[src/rtl/traffic_pkg.sv]
// Shared phase encoding, display width and the round-robin direction picker
// for the intersection phase controller.
package traffic_pkg;

  typedef logic [1:0] phase_t;

  localparam phase_t ST_FLASH   = 2'd0;
  localparam phase_t ST_GREEN   = 2'd1;
  localparam phase_t ST_YELLOW  = 2'd2;
  localparam phase_t ST_ALL_RED = 2'd3;

  localparam int SEC_W = 7;

  // First set bit of req searching upward from cur+1 with wrap; cur+1 if none set.
  function automatic logic [2:0] rr_next(input logic [7:0] req, input logic [2:0] cur,
                                         input int ndir);
    int base;
    int d;
    logic [2:0] pick;
    base = (int'(cur) + 1) % ndir;
    pick = 3'(base);
    for (int k = 7; k >= 0; k--) begin
      d = base + k;
      if (d >= ndir) d = d - ndir;
      if (k < ndir && req[d[2:0]]) pick = 3'(d);
    end
    return pick;
  endfunction

endpackage

[src/rtl/traffic_phase_ctrl_sec_tick_gen.sv]
// One-second strobe: counts 0..TICK_DIV-1 and flags the last count.
// Held at zero while i_clr is high, so counting restarts cleanly on release.
module sec_tick_gen #(
  parameter int TICK_DIV = 50_000_000
) (
  input  logic clk,
  input  logic rst_n,
  input  logic i_clr,
  output logic o_tick
);

  localparam int CW = (TICK_DIV > 2) ? $clog2(TICK_DIV) : 1;

  logic [CW-1:0] cnt;

  assign o_tick = ~i_clr & (cnt == CW'(TICK_DIV - 1));

  always_ff @(posedge clk or negedge rst_n) begin
    if (!rst_n)              cnt <= '0;
    else if (i_clr || o_tick) cnt <= '0;
    else                     cnt <= cnt + 1'b1;
  end

endmodule

[src/rtl/traffic_phase_ctrl.sv]
// N-direction round-robin phase controller with demand skip, rest-in-green,
// all-red clearance and flashing yellow while disabled. Outputs are registered.
module traffic_phase_ctrl
  import traffic_pkg::*;
#(
  parameter int NUM_DIR    = 3,
  parameter int TICK_DIV   = 50_000_000,
  parameter int GREEN_SEC  = 20,
  parameter int YELLOW_SEC = 3,
  parameter int ALLRED_SEC = 1,
  parameter int DIR_W      = 3
) (
  input  logic               clk,
  input  logic               rst_n,
  input  logic               i_en,
  input  logic [NUM_DIR-1:0] i_req,
  output logic [NUM_DIR-1:0] o_red,
  output logic [NUM_DIR-1:0] o_yellow,
  output logic [NUM_DIR-1:0] o_green,
  output logic [DIR_W-1:0]   o_active_dir,
  output logic [SEC_W-1:0]   o_sec,
  output logic               o_tick
);

  if (NUM_DIR < 1 || NUM_DIR > 8 || TICK_DIV < 2 || DIR_W < 1 || (1 << DIR_W) < NUM_DIR ||
      GREEN_SEC < 1 || GREEN_SEC > 99 || YELLOW_SEC < 1 || YELLOW_SEC > 99 ||
      ALLRED_SEC < 1 || ALLRED_SEC > 99) begin : g_param_err
    $error("traffic_phase_ctrl: parameter out of range");
  end

  localparam logic [SEC_W-1:0] G_LD = SEC_W'(GREEN_SEC);
  localparam logic [SEC_W-1:0] Y_LD = SEC_W'(YELLOW_SEC);
  localparam logic [SEC_W-1:0] R_LD = SEC_W'(ALLRED_SEC);

  phase_t             state, state_n;
  logic [DIR_W-1:0]   dir_n;
  logic [SEC_W-1:0]   sec_n;
  logic [NUM_DIR-1:0] req_q, req_n, grant, others, onehot;
  logic [NUM_DIR-1:0] red_n, yellow_n, green_n;
  logic               flash, flash_n;
  logic               tick, ftick, run_clr, flash_clr;

  // Phase timing only runs while enabled; the blink count only runs while flashing.
  assign run_clr   = ~i_en | (state == ST_FLASH);
  assign flash_clr =  i_en | (state != ST_FLASH);

  sec_tick_gen #(.TICK_DIV(TICK_DIV)) u_run_tick (
    .clk(clk), .rst_n(rst_n), .i_clr(run_clr), .o_tick(tick)
  );

  sec_tick_gen #(.TICK_DIV(TICK_DIV)) u_flash_tick (
    .clk(clk), .rst_n(rst_n), .i_clr(flash_clr), .o_tick(ftick)
  );

  assign others = req_q & ~(NUM_DIR'(1) << o_active_dir);

  always_comb begin
    state_n = state;
    dir_n   = o_active_dir;
    sec_n   = o_sec;
    flash_n = 1'b0;
    grant   = '0;
    if (!i_en) begin
      state_n = ST_FLASH;
      sec_n   = '0;
      if (state == ST_FLASH) flash_n = flash ^ ftick;
    end else if (state == ST_FLASH) begin
      state_n = ST_ALL_RED;
      sec_n   = R_LD;
      dir_n   = DIR_W'(NUM_DIR - 1);
    end else if (tick) begin
      if (o_sec > 7'd1) begin
        sec_n = o_sec - 7'd1;
      end else begin
        case (state)
          ST_GREEN: begin
            // Hold green until some other direction is actually waiting.
            if (NUM_DIR == 1 || others == '0) begin
              sec_n = G_LD;
            end else begin
              state_n = ST_YELLOW;
              sec_n   = Y_LD;
            end
          end
          ST_YELLOW: begin
            state_n = ST_ALL_RED;
            sec_n   = R_LD;
          end
          default: begin
            state_n = ST_GREEN;
            sec_n   = G_LD;
            dir_n   = DIR_W'(rr_next(8'(req_q), 3'(o_active_dir), NUM_DIR));
            grant   = NUM_DIR'(1) << dir_n;
          end
        endcase
      end
    end
    req_n = i_en ? ((req_q & ~grant) | i_req) : '0;
  end

  always_comb begin
    onehot   = NUM_DIR'(1) << dir_n;
    red_n    = '0;
    yellow_n = '0;
    green_n  = '0;
    case (state_n)
      ST_FLASH:  yellow_n = {NUM_DIR{flash_n}};
      ST_GREEN:  begin green_n  = onehot; red_n = ~onehot; end
      ST_YELLOW: begin yellow_n = onehot; red_n = ~onehot; end
      default:   red_n = '1;
    endcase
  end

  always_ff @(posedge clk or negedge rst_n) begin
    if (!rst_n) begin
      state        <= ST_FLASH;
      o_active_dir <= '0;
      o_sec        <= '0;
      req_q        <= '0;
      flash        <= 1'b0;
      o_red        <= '0;
      o_yellow     <= '0;
      o_green      <= '0;
      o_tick       <= 1'b0;
    end else begin
      state        <= state_n;
      o_active_dir <= dir_n;
      o_sec        <= sec_n;
      req_q        <= req_n;
      flash        <= flash_n;
      o_red        <= red_n;
      o_yellow     <= yellow_n;
      o_green      <= green_n;
      o_tick       <= tick;
    end
  end

endmodule

[config.mk]
export PLATFORM = sky130hd
export DESIGN_NAME = traffic_phase_ctrl
export DESIGN_NICKNAME = d
export VERILOG_FILES = /design/src/rtl/traffic_pkg.sv /design/src/rtl/traffic_phase_ctrl_sec_tick_gen.sv /design/src/rtl/traffic_phase_ctrl.sv
export SDC_FILE = /design/constraint.sdc
export NUM_CORES = 1
export LEC_CHECK = 0
export CORE_AREA = 2 2 112 92
export DETAILED_ROUTE_END_ITERATION = 8
export DIE_AREA = 0 0 114 94
export GPL_TIMING_DRIVEN = 0
export PLACE_DENSITY = 0.76
export SYNTH_ARGS = -nofsm -noshare
export SYNTH_HDL_FRONTEND = slang
export SYNTH_SLANG_ARGS = --single-unit
[constraint.sdc]
create_clock -name clk -period 8.17 [get_ports clk]
set_input_delay 0.817 -clock clk [delete_from_list [all_inputs] [get_ports clk]]
set_output_delay 0.817 -clock clk [all_outputs]
set_load 0.05 [all_outputs]
==> key figures, run 1 <==
Power and ir drop
  • Switching power: 0.000678 W
  • Pleak: 2.60 nW
  • Max VDD drop: 0.203 mV
  • Power density over cell area: 271 mW/mm2
  • Pwr Total: approximately 0.0016 W
  • Reg power frac: 0.251
  • Comb power frac: 0.511
  • Switching share of power: 0.412
  • P_int: 0.000968 W
  • Clock Power Share: 0.238

Yosys
  • Synth Area in XOR/XNOR: 0.0948
  • Register bit total from synthesis: 78
  • Sequential share of the synthesized area: 0.365
  • Leading area contributor after synthesis: dfrtp_1
  • Main combinational cell family by area after synthesis: simple AND/OR/NAND/NOR gates
  • Post-synthesis simple-gate area fraction: 0.237
  • Synth Area in Compound Gates: 0.190
  • Mux contribution to synthesized area: 0.0267
  • YS warnings: 0
  • Avg Inst Size Synth: slightly below 9 um2
  • Synthesized-area fraction occupied by adder cells: 0.0515
  • EDFF count, synth: 0
  • Synth Flop Type: dfrtp_1
  • Asr flop ratio synth: 1.00
  • Mapped Nets: ~630
  • Syn Std Cell Area: 0.00534 mm2
  • Synth Instances: 606
  • Post-synth cell types: 78
  • Top-area cell type share of the netlist area: 0.365
  • Main area contributors after synthesis: dfrtp_1, nor2_1, xor2_1

Timing
  • Final min period: ~7.6 ns
  • Final Setup Violations: 0
  • Slew headroom: 0.342
  • Fin. Hold Viols: 0
  • RSZ-0062 raised after global routing: no
  • TNS Setup: 0 ns
  • Final Slew Violations: 0
  • Final setup skew: 0.00541 ns
  • Final Cycle Share: 0.936
  • Fmax: 0.131 GHz
  • Least-Margin Pin Slew: 0.985 ns

Floorplanning
  • Top Ports: 26
  • Total die area: 0.0107 mm2
  • Die span in x: 114 um
  • Core box area: between 0.009 and 0.01 mm2
  • Core Rows: 32
  • Initial Util: 0.561
  • Die height: around 94 um

Detailed routing
  • DRT iter0 DRCs: between 300 and 400
  • First drt pass iteration count: 6
  • DR WL/cell: approximately 17 um
  • WL final: roughly 13000 um
  • Vias per inst: 6.06
  • Via count: between 4000 and 5000
  • DRC errors left: 0
  • Post-route ant nets: 0

Clocking
  • CTS Buffer Depth: 2
  • CTS Buf Count: 9
  • CTS tree: done
  • Clk root buf: clkbuf_16
  • CTS Hold Buffers Added: 0
  • H-tree levels: 3
  • Clock latency on the worst-skew pair: 0.34 ns
  • # clock sinks: roughly 80
  • Clock transition at path regs: 0.05 ns

Critical path
  • Critical Path End Type: register
  • Crit path top cell by count: ha_1
  • CP max stage cell: dfrtp_1
  • Worst Path Required: 8.38 ns
  • Crit-path max FO: 10
  • Max incr delay on CP: 0.41 ns
  • Setup Crit Path Kind: register to register
  • Setup crit start kind: register
  • WP data arrival: 7.86 ns

Place
  • HPWL Detailed: 9360 um
  • Placer congestion estimate: 0.967
  • Number of port buffers: 25

Hold path
  • Tightest Hold Check Type: input pin to asynchronous set/reset pin

Global route
  • Total gr overflow: 0
  • Vias in the first global route: 4468
  • GRT Util Overall: 0.254
  • Initial antenna violation count: 0
  • First-pass GRT wire length: about 22000 um
  • Largest net degree at the start of global routing: 76

Layout
  • Layout cells sized above 1: 0.0789
  • Diode count: 0
  • Area growth from synthesis to layout: 13.6%
  • Fin nets: 671

Run
  • Max_cap viols: 0

Run status
  • Status: completed
[flip-flops by register name (all words and copies together) (netlist names)]
name              cells
o_tick                1
state                 2
u_run_tick.cnt       26
flash                 1
o_sec                 7
u_flash_tick.cnt     26
o_active_dir          3
o_yellow              3
req_q                 3
o_red                 3
o_green               3
[area by class of cell]
type	count	area [um2]
fill	786	3460
multi-input combinational	481	3220
sequential	78	1950
timing repair buffer	26	275
clock buffer	13	260
tap	119	149
inverter	30	113
buffer	17	71.3
clock inverter	1	30.0
[metal layers]
layer  part of all wire  routed length (um)  global-route usage  up-vias
li1                   -                   -                   -     2252
met1               0.46                5870               0.352     2200
met2               0.44                5620               0.390      168
met3              0.079                 997              0.0781       15
met4              0.013                 164              0.0630        0
met5                  0                   0                   0        -
[cell usage after synthesis, types with 3 or more instances]
cell,count
nor2_1,89
dfrtp_1,78
nand2_1,44
xor2_1,38
nand3_1,31
inv_1,25
o21ai_0,25
a21oi_1,23
ha_1,22
xnor2_1,18
and3_1,14
nor3_1,13
clkbuf_1,12
nand4_1,12
nor2b_1,10
mux2i_1,9
a31oi_1,8
and2_1,7
o31ai_1,7
a211oi_1,6
and4_1,6
nor4_1,6
a41oi_1,5
inv_2,5
nand2b_1,5
o21a_1,5
or3_1,5
a2111o_1,4
a31o_2,4
a21o_1,3
buf_2,3
o211ai_1,3
o22ai_1,3
[path summary, 6_finish.rpt]
kind	start	endpoint	slack (ns)	cells past startpoint
hold / removal	rst_n	o_sec[6]	0.28	1
max in group asynchronous	rst_n	o_red[0]	7.34	2
min in group clk	u_flash_tick.cnt[0]	u_flash_tick.cnt[0]	0.48	1
hold reg to reg	u_flash_tick.cnt[0]	u_flash_tick.cnt[0]	0.48	1
setup reg to reg	o_active_dir[0]	o_yellow[0]	0.52	29
setup / recovery	o_active_dir[0]	o_yellow[0]	0.52	29
[power by group through the flow]
stage / Combinational [W] / Sequential (W) / Clock (W)
2_1_floorplan: 0.000590 / 0.000453 / 0
4_1_cts: 0.000808 / 0.000413 / 0.000398
5_1_grt: 0.000907 / 0.000415 / 0.000416
3_5_place_dp: 0.000803 / 0.000420 / 0
6_report: 0.000840 / 0.000413 / 0.000392
3_3_place_gp: 0.000779 / 0.000419 / 0
[stage by stage]
step	hold slack (ns)	setup slack [ns]	util	instances	cell area, um2
6_report	0.281	0.520	0.637	765	6070
5_1_grt	0.277	0.000560	0.637	765	6070
4_1_cts	0.275	0.548	0.636	765	6060
3_5_place_dp	0.472	0.597	0.605	751	5770
3_3_place_gp	0.482	0.716	0.603	750	5740
2_1_floorplan	0.455	1.60	-	606	5340
[kinds of logic after synthesis]
family                     count (synthesis)
and+or+nand+nor                          257
muxes                                     13
adders and majority gates                 22
AOI/OAI and AO/OA                        132
xor gates and xnor gates                  57
DFF                                       78
buffers and inverters                     47
[repair_timing]
action,CTS,global route
resized for setup,0,2
buffers inserted,0,0
endpoints found under the setup margin,0,5
[placed cells by master (no fill, tap or decap), drive strengths merged, types with 19 or more instances in the layout]
| cell type | n |
|---|---|
| a21oi | 23 |
| clkbuf | 25 |
| clkdlybuf4s50 | 24 |
| dfrtp | 78 |
| ha | 22 |
| inv | 30 |
| nand2 | 44 |
| nand3 | 31 |
| nor2 | 89 |
| o21ai | 29 |
| xnor2 | 19 |
| xor2 | 38 |
[critical path: cells and delay by family (launching register included)]
kind,cells,cell delay (ns)
flip-flops,1,0.41
adder cells (fa/ha/maj),5,1.36
buffers and inverters,6,1.18
multiplexers,3,0.85
AND/OR/NAND/NOR,2,0.47
XOR/XNOR,2,0.37
AO/OA/AOI/OAI,11,2.88
Power figures use the tool's default switching activity.
==> run 2, diff against run 1 <==
Settings changed: DONT_BUFFER_PORTS set to 1, PLACE_DENSITY 0.76 to 0.72.
==> run 2 against run 1 <==
  * Power down 2.6%
  * Sequential power increased by 9.2%
  * Non-clock buffer count shrank 26
  * Via count down 3.6%
  * Critical endpoint is now o_yellow[2]
  * Core utilization decreased by 2.7 points
  * Sequential cell count stayed put
  * Sequential share of layout area up 1.4 points
  * Fmax up 1.0%
  * Global-route usage is 1.4 points lower
==> key figures, run 2 (synthesis results as in run 1) <==
Timing
  • Final Slew Violations: 0 (unchanged)
  • WHS: 0.174 ns (-0.106 ns)
  • Fin. Hold Viols: 0 (unchanged)
  • Final setup skew: 0.00591 ns (+0.000498 ns)
  • Least-Margin Pin Slew: 0.961 ns (-0.0238 ns)
  • Final min period: 7.57 ns (-0.0778 ns)
  • RSZ-0062 raised after global routing: no
  • Final Cycle Share: 0.927 (-0.00952)
  • Slew headroom: 0.358 (+0.0159)
  • Final Setup Violations: 0 (unchanged)
  • Fmax: 0.132 GHz (+1.0%)
  • TNS Setup: 0 ns (unchanged)

Clocking
  • Clk root buf: clkbuf_16
  • PostCTS Resize Cnt: 0 (unchanged)
  • CTS Buf Count: 9 (unchanged)
  • H-tree levels: 3 (unchanged)
  • CTS Buffer Depth: 2 (unchanged)
  • CTS Hold Buffers Added: 0 (unchanged)
  • CTS tree: done
  • Post-CTS setup buffer count: 0 (unchanged)
  • Clock transition at path regs: 0.06 ns (about the same)
  • Clock latency on the worst-skew pair: 0.34 ns (about the same)
  • # clock sinks: 78 (unchanged)

Critical path
  • Worst Path Required: 8.39 ns (about the same)
  • WP data arrival: 7.79 ns (-0.07 ns)
  • CP max stage cell: dfrtp_1
  • Family with the most delay on the worst path: compound AO/OA/AOI/OAI gates
  • Setup crit start kind: register
  • Crit path top cell by count: ha_1
  • Setup Crit Path Kind: register to register
  • Reg2reg start: o_active_dir[1]
  • Critical Path End Type: register
  • Crit-path max FO: 10 (unchanged)
  • Worst Path Buf+Inv: 5 (-1)
  • Max incr delay on CP: 0.70 ns (+0.29 ns)
  • Setup crit start: o_active_dir[1]

Floorplanning
  • Top Ports: 26 (unchanged)
  • Die span in x: 114 um (unchanged)
  • Core box area: 0.00953 mm2 (unchanged)
  • Total die area: 0.0107 mm2 (unchanged)
  • Initial Util: 0.561 (unchanged)
  • Die height: 94 um (unchanged)
  • Core Rows: 32 (unchanged)

Place
  • Placer congestion estimate: 1.02 (+5.8%)
  • Number of port buffers: 0 (-100%)
  • HPWL Detailed: 8770 um (-6.3%)
  • Placed cell areas: 0.00549 mm2 (-4.8%)

Global route
  • First-pass GRT wire length: 20500 um (-5.1%)
  • Largest net degree at the start of global routing: 79 (+3.9%)
  • GRT Util Overall: 0.240 (-0.0138)
  • Total gr overflow: 0 (unchanged)
  • Vias in the first global route: 4204 (-5.9%)
  • Initial antenna violation count: 0 (unchanged)

Layout
  • Commonest non-fill, non-tap cell in the layout: nor2_1
  • Most frequent cells in the layout: nor2_1, dfrtp_1, nand2_1
  • Biggest regs: u_flash_tick.cnt (26), u_run_tick.cnt (26), o_sec (7)
  • Area growth from synthesis to layout: 8.83%
  • Fill cells: 802 (+2.0%)
  • Layout cells sized above 1: 0.0902 (+0.0112)
  • Layout Cell Area excl Fill: 0.00582 mm2 (-4.2%)
  • Diode count: 0 (unchanged)
  • Fin nets: 645 (-3.9%)

Detailed routing
  • WL final: 12000 um (-4.8%)
  • First drt pass iteration count: 5 (-1)
  • Vias per inst: 6.04 (-0.37%)
  • DRC errors left: 0 (unchanged)
  • DR WL/cell: 16.3 um (-1.6%)
  • Post-route ant nets: 0 (unchanged)
  • DRT iter0 DRCs: 298 (-8.6%)
  • Via count: 4467 (-3.6%)

Run status
  • Status: completed

Power and ir drop
  • Pleak: 2.50 nW (-4.0%)
  • Pwr Total: 0.00160 W (-2.6%)
  • Max VDD drop: 0.220 mV (+8.3%)
  • Power density over cell area: 275 mW/mm2 (+1.6%)

Run
  • Max_cap viols: 0 (unchanged)

Hold path
  • Tightest Hold Check Type: input pin to asynchronous set/reset pin
[run 2: layout make-up]
class / instances / area (um2) / share of cell area
flip-flops and latches: 78 / 1950 / 0.336
clock inverters: 5 / 50.0 / 0.00861
multi-input cells: 481 / 3240 / 0.557
well taps: 119 / 149 / 0.0256
inverters: 30 / 113 / 0.0194
plain buffers: 17 / 71.3 / 0.0123
clock buffers: 10 / 239 / 0.0411
[run 2: final timing paths]
path,endpoint,slack [ns],cells after the start
setup / recovery,o_yellow[2],0.60,29
hold / removal,o_sec[6],0.17,0
setup reg to reg,o_yellow[2],0.60,29
hold reg to reg,u_flash_tick.cnt[0],0.52,1
max in group asynchronous,o_active_dir[0],7.83,0
min in group clk,u_flash_tick.cnt[0],0.52,1
[run 2: stage by stage]
step	utilization	setup WS (ns)	cells
4_1_cts	0.607	0.261	740
2_1_floorplan	-	1.60	606
6_report	0.610	0.598	740
5_1_grt	0.610	0.146	740
3_5_place_dp	0.576	0.319	725
3_3_place_gp	0.576	0.325	725
[run 2: layer usage]
metal / track usage / vias to the layer above / part of all wire
li1: - / 2192 / -
met1: 0.352 / 2098 / 0.49
met2: 0.352 / 158 / 0.42
met3: 0.0619 / 19 / 0.074
met4: 0.0681 / 0 / 0.014
met5: 0 / - / 0
[run 2: power by group]
part	total [W]	internal, W	switching (W)
combinational	0.000761	0.000299	0.000462
clock	0.000389	0.000241	0.000149
sequential	0.000451	0.000400	0.0000513
total	0.00160	0.000940	0.000662
